## src/rtl/hall_emulator.sv

```systemverilog
// Behavioural BLDC motor / hall-sensor model: integrates speed and rotor position from the
// commutation controller's phase selects and PWM duty, and emits the 3-bit hall code.
module hall_emulator #(
  parameter int unsigned OMEGA_W     = 16,
  parameter int unsigned POS_W       = 24,
  parameter int unsigned STEP_THRESH = 24'h10000,
  parameter int unsigned OMEGA_MAX   = 16'hFFFF,
  parameter int unsigned UPD_DIV     = 1024,
  parameter int unsigned ACC_SHIFT   = 4,
  parameter int unsigned FRIC_SHIFT  = 8,
  parameter int unsigned BRAKE_SHIFT = 4
) (
  input  logic               clk,
  input  logic               rst,
  input  logic [1:0]         selGrn,
  input  logic [1:0]         selYlw,
  input  logic [1:0]         selBlu,
  input  logic [10:0]        duty,
  output logic               hallGrn,
  output logic               hallYlw,
  output logic               hallBlu,
  output logic [OMEGA_W-1:0] omega,
  output logic               step,
  output logic [15:0]        rev_cnt
);

  localparam int unsigned CNT_W  = $clog2(UPD_DIV);
  localparam int unsigned WIDE_W = OMEGA_W + 12;
  localparam logic [CNT_W-1:0]  CNT_LAST  = CNT_W'(UPD_DIV - 1);
  localparam logic [POS_W:0]    THRESH    = (POS_W + 1)'(STEP_THRESH);
  localparam logic [POS_W-1:0]  THRESH_LO = POS_W'(STEP_THRESH);
  localparam logic [WIDE_W-1:0] OMAX_WIDE = WIDE_W'(OMEGA_MAX);

  typedef enum logic [1:0] {
    CLS_COAST,
    CLS_MATCH,
    CLS_BRAKE
  } drive_cls_e;

  logic [2:0]         idx_q, idx_d;
  logic [2:0]         hall_q, hall_d;
  logic [OMEGA_W-1:0] omega_q, omega_d;
  logic [POS_W-1:0]   pos_q, pos_d;
  logic [CNT_W-1:0]   tick_cnt_q, tick_cnt_d;
  logic               step_q, step_d;
  logic [15:0]        rev_cnt_q, rev_cnt_d;

  drive_cls_e         drive_cls;
  logic               tick;
  logic [5:0]         sel_all;
  logic [POS_W:0]     pos_sum;
  logic [WIDE_W-1:0]  acc_sum;
  logic [WIDE_W-1:0]  brake_dec;

  // Expected {G,Y,B} select pattern for each rotor state
  function automatic logic [5:0] exp_pattern(input logic [2:0] i);
    case (i)
      3'd0:    exp_pattern = 6'b10_01_00;
      3'd1:    exp_pattern = 6'b10_00_01;
      3'd2:    exp_pattern = 6'b00_10_01;
      3'd3:    exp_pattern = 6'b01_10_00;
      3'd4:    exp_pattern = 6'b01_00_10;
      3'd5:    exp_pattern = 6'b00_01_10;
      default: exp_pattern = 6'b00_00_00;
    endcase
  endfunction

  function automatic logic [2:0] hall_code(input logic [2:0] i);
    case (i)
      3'd0:    hall_code = 3'b101;
      3'd1:    hall_code = 3'b100;
      3'd2:    hall_code = 3'b110;
      3'd3:    hall_code = 3'b010;
      3'd4:    hall_code = 3'b011;
      3'd5:    hall_code = 3'b001;
      default: hall_code = 3'b101;
    endcase
  endfunction

  always_comb begin
    sel_all    = {selGrn, selYlw, selBlu};
    drive_cls  = CLS_COAST;
    if (sel_all == 6'b11_11_11) begin
      drive_cls = CLS_BRAKE;
    end else if (sel_all == exp_pattern(idx_q)) begin
      drive_cls = CLS_MATCH;
    end

    tick       = (tick_cnt_q == CNT_LAST);
    tick_cnt_d = tick ? '0 : tick_cnt_q + 1'b1;

    // Position moves with the registered speed, so a tick's new omega lands one cycle later
    pos_sum   = {1'b0, pos_q} + (POS_W + 1)'(omega_q);
    pos_d     = pos_sum[POS_W-1:0];
    idx_d     = idx_q;
    step_d    = 1'b0;
    rev_cnt_d = rev_cnt_q;
    if (pos_sum >= THRESH) begin
      pos_d  = pos_sum[POS_W-1:0] - THRESH_LO;
      step_d = 1'b1;
      if (idx_q == 3'd5) begin
        idx_d     = 3'd0;
        rev_cnt_d = rev_cnt_q + 16'd1;
      end else begin
        idx_d = idx_q + 3'd1;
      end
    end
    hall_d = hall_code(idx_d);

    acc_sum   = WIDE_W'(omega_q) + WIDE_W'(duty >> ACC_SHIFT);
    brake_dec = WIDE_W'(omega_q >> BRAKE_SHIFT) + WIDE_W'(1);
    omega_d   = omega_q;
    if (tick) begin
      case (drive_cls)
        CLS_MATCH: omega_d = (acc_sum > OMAX_WIDE) ? OMEGA_W'(OMEGA_MAX) : acc_sum[OMEGA_W-1:0];
        CLS_BRAKE: omega_d = (WIDE_W'(omega_q) > brake_dec) ? omega_q - brake_dec[OMEGA_W-1:0] : '0;
        default:   omega_d = omega_q - (omega_q >> FRIC_SHIFT);
      endcase
    end
  end

  always_ff @(posedge clk) begin
    if (rst) begin
      idx_q      <= 3'd0;
      hall_q     <= 3'b101;
      omega_q    <= '0;
      pos_q      <= '0;
      tick_cnt_q <= '0;
      step_q     <= 1'b0;
      rev_cnt_q  <= 16'd0;
    end else begin
      idx_q      <= idx_d;
      hall_q     <= hall_d;
      omega_q    <= omega_d;
      pos_q      <= pos_d;
      tick_cnt_q <= tick_cnt_d;
      step_q     <= step_d;
      rev_cnt_q  <= rev_cnt_d;
    end
  end

  assign {hallGrn, hallYlw, hallBlu} = hall_q;
  assign omega   = omega_q;
  assign step    = step_q;
  assign rev_cnt = rev_cnt_q;

endmodule

```

## config.mk

```make
export PLATFORM = sky130hd
export DESIGN_NAME = hall_emulator
export DESIGN_NICKNAME = d
export VERILOG_FILES = /design/src/rtl/hall_emulator.sv
export SDC_FILE = /design/constraint.sdc
export NUM_CORES = 1
export LEC_CHECK = 0
export CAP_MARGIN = 0
export CORE_MARGIN = 2
export CORE_UTILIZATION = 45
export DETAILED_ROUTE_END_ITERATION = 10
export GPL_TIMING_DRIVEN = 1
export PLACE_DENSITY = 0.75
export SLEW_MARGIN = 15
export SYNTH_ARGS = -nofsm -noshare
export SYNTH_HDL_FRONTEND = slang
export SYNTH_SLANG_ARGS = --single-unit
```

## constraint.sdc

```tcl
create_clock -name clk -period 8.6 [get_ports clk]
set_input_delay 1.72 -clock clk [delete_from_list [all_inputs] [get_ports clk]]
set_output_delay 1.72 -clock clk [all_outputs]
set_load 0.05 [all_outputs]
```

==> metrics.txt <==
number of I/O pins 55; num rows 44; switching part of the total roughly a third; Critical Path Stages 13; worst path cell trace ha_1 -> a21oi_2 -> a21oi_1 -> a2111o_1 -> a221oi_2 -> ha_1 -> and3_1 -> nand3_1 -> or4b_1 -> or4b_1 -> a211o_1 -> xnor2_1 -> nor2_1; Synth Flop Type dfxtp_1; RSZ-0062 raised after global routing no; CTS Buf Count 9; netlist area before placement between 6000 and 7000 um^2; Tcrit/Tclk final 56.4%; Die W ~130 um; ANT cells 0; Starting Density a little under half; met2 GRT Util about a third; slowest CP cell dfxtp_1; status finished, final reports clean; port bufs 50; DRC viols 0; dpl cells about 1100; crit start category flop; clk_skew approximately 7.0 ps; Clock transition at path regs ~60 ps; total power 1.18 mW; Max Cap Violations 0; leak pwr slightly below 3 nW; hold crit path type flop to flop; CP Data Arrival Time 5040 ps; drt wl/cell around 16 um; grt total ovfl 0; DR vias roughly 6600; CP Capture Type flop; vias per inst around 6.1; f_max between 0.2 and 0.25 GHz; largest net degree at the start of global routing between 80 and 90; Synth async-reset ratio 0%; Worst EP required around 9000 ps; DIE AREA 15900 um^2; WHS Path Cells 2; CTS Buffer Depth 2; M1 GR Usage 30.1%; PwrDens about 160 nW/um^2; CP peak stage delay around 640 ps; post-DP HPWL 12.8 mm; final setup TNS 0 ps; hold buffers post-CTS 0; yosys warns 0; routability cong. between 0.9 and 1; sequential power share 34.9%; syn_area_per_cell approximately 7.6 um^2; Final nets approximately 970; area grow syn2layout 12.4%; Mapped Nets approximately 950; GRT Util Overall 21.8%; met3 Use GR under 10%; Reg2Reg Depth 13; Clk Latency, worst-skew pair about 340 ps; Mapped Cells between 800 and 900; CTS tree done; Yosys reg bits between 70 and 80; part of the power in combinational logic 30.5%; CP Buf/Inv Count 0; Post-CTS Setup Bufs 0; core area roughly 15000 um^2; minimum clock period 4850 ps; Slew HR a little under 20%; vias in the first global route roughly 6000; Slew Viols, Final 0; PostCTS Resize Cnt 0; P_sw approximately 0.4 mW; # setup viols final 0; Post-synth EDFFs 0; final hold vios 0; VDD IR max 115 uV; Clock Power Share 34.7%; busiest grt layer met2; initial DRC count about 580; Final Non-Filler Cells ~1100; CTS Root Buffer Type clkbuf_16; worst-margin pin slew roughly 1200 ps; H-tree depth 3; drt total wl 17.6 mm; Pre-antenna DRT Iters 6; CP max FO 12; Yosys cell types 86; Crit Path Class flop to flop; antenna-violating nets left 0; Die H around 130 um; CTS Sinks 73; share of cells above drive strength 1 5.00%; P_int 0.773 mW; CP top delay family compound AO/OA/AOI/OAI gates; initial antenna violation count 0; first-pass GRT wire length 29.2 mm; sequential-to-total area share from yosys stat 21.7%
final cells by class:
type                       instances  area (um^2)
inverter                          32          120
clock inverter                     4         76.3
timing repair buffer              54          526
multi-input combinational        725         4900
clock buffer                      12          246
sequential                        73         1460
fill                            1360         7030
tap                              184          230
cells in the final DEF (no fill, tap or decap), types with 10 or more instances in the layout:
cell type and count:
nor2b_1 21, xnor2_1 42, and3_1 12, nand2_1 78
o21ai_0 34, nor4_1 13, a21o_1 12, nand3_1 34
o21a_1 10, nor2_1 79, nor3_1 38, dfxtp_1 73
nand4_1 14, xor2_1 15, a211oi_1 17, or3_1 10
inv_1 31, a21oi_1 69, clkdlybuf4s50_1 49, ha_1 49
registers in the layout (all words and copies together), names as in the netlist:
signal / count
rev_cnt: 16
step: 1
hall_q: 3
idx_q: 3
tick_cnt_q: 10
omega: 16
pos_q: 24
power groups by stage:
stage               Sequential (mW)  Combinational [mW]  Clock, mW
global placement              0.415               0.351          0
floorplan                     0.414               0.305          0
global route                  0.415               0.396      0.431
detailed placement            0.416               0.355          0
CTS                           0.409               0.358      0.417
finish                        0.410               0.359      0.408
Yosys cell counts (6+ instances only):
cell type / count / area share [%]
and2_1: 8 / 0.74
nor4_1: 13 / 1.2
a21o_1: 12 / 1.3
or3_1: 10 / 0.93
or2_2: 7 / 0.65
nor2b_1: 21 / 2.0
o31ai_1: 8 / 0.89
a21oi_1: 69 / 5.1
nand2_1: 78 / 4.4
ha_1: 49 / 9.1
xor2_1: 15 / 2.0
xnor2_1: 42 / 5.5
o21ai_0: 34 / 2.5
inv_1: 31 / 1.7
clkbuf_1: 29 / 1.6
nor2_1: 79 / 4.4
nand2b_1: 9 / 0.84
a31oi_1: 8 / 0.74
o21ai_1: 8 / 0.60
o21a_1: 10 / 1.1
nand3_1: 34 / 2.5
and3_1: 12 / 1.1
a211o_1: 7 / 0.91
nor3_1: 38 / 2.8
nor3b_1: 6 / 0.67
nand4_1: 14 / 1.3
a211oi_1: 17 / 1.9
mux2_1: 6 / 1.0
o211ai_1: 9 / 1.0
buf_2: 10 / 0.74
dfxtp_1: 73 / 22
worst reg2reg max path, cell delays in order (launching register included):
cell	delay (ps)
dfxtp_1	640
ha_1	450
a21oi_2	360
a21oi_1	280
a2111o_1	440
a221oi_2	440
ha_1	240
and3_1	170
nand3_1	90
or4b_1	520
or4b_1	530
a211o_1	350
xnor2_1	160
nor2_1	50
worst paths after layout:
path	start	end	slack [ps]
setup reg to reg	omega[7]	pos_q[22]	3750
setup / recovery	omega[7]	pos_q[22]	3750
hold reg to reg	rev_cnt[15]	rev_cnt[15]	480
hold / removal	rev_cnt[15]	rev_cnt[15]	480
cell families after synthesis:
kind of cell             Yosys count  synth area share, %
AO/OA/AOI/OAI                    250                 25.9
adder cells (fa/ha/maj)           53                 10.3
XOR/XNOR                          57                 7.42
flip-flops                        73                 21.7
multiplexers                      13                 2.33
buffers and inverters             82                 5.38
AND/OR/NAND/NOR                  352                 26.9
metal layers:
metal / up-vias / wire length, um / part of all wire, %
li1: 3285 / - / -
met1: 3073 / 8230 / 47
met2: 219 / 8050 / 46
met3: 22 / 1090 / 6.2
met4: 0 / 277 / 1.6
met5: - / 0 / 0
stage by stage:
step	util [%]	worst slack (ps)	instance area (um^2)	hold WS, ps
6_report	51.8	3750	7560	481
5_1_grt	51.8	3460	7560	513
4_1_cts	51.8	3810	7560	487
3_5_place_dp	49.6	3700	7240	473
3_3_place_gp	49.6	3700	7240	472
2_1_floorplan	-	4180	6720	456
Note: power is estimated with default switching activity, not from simulation.
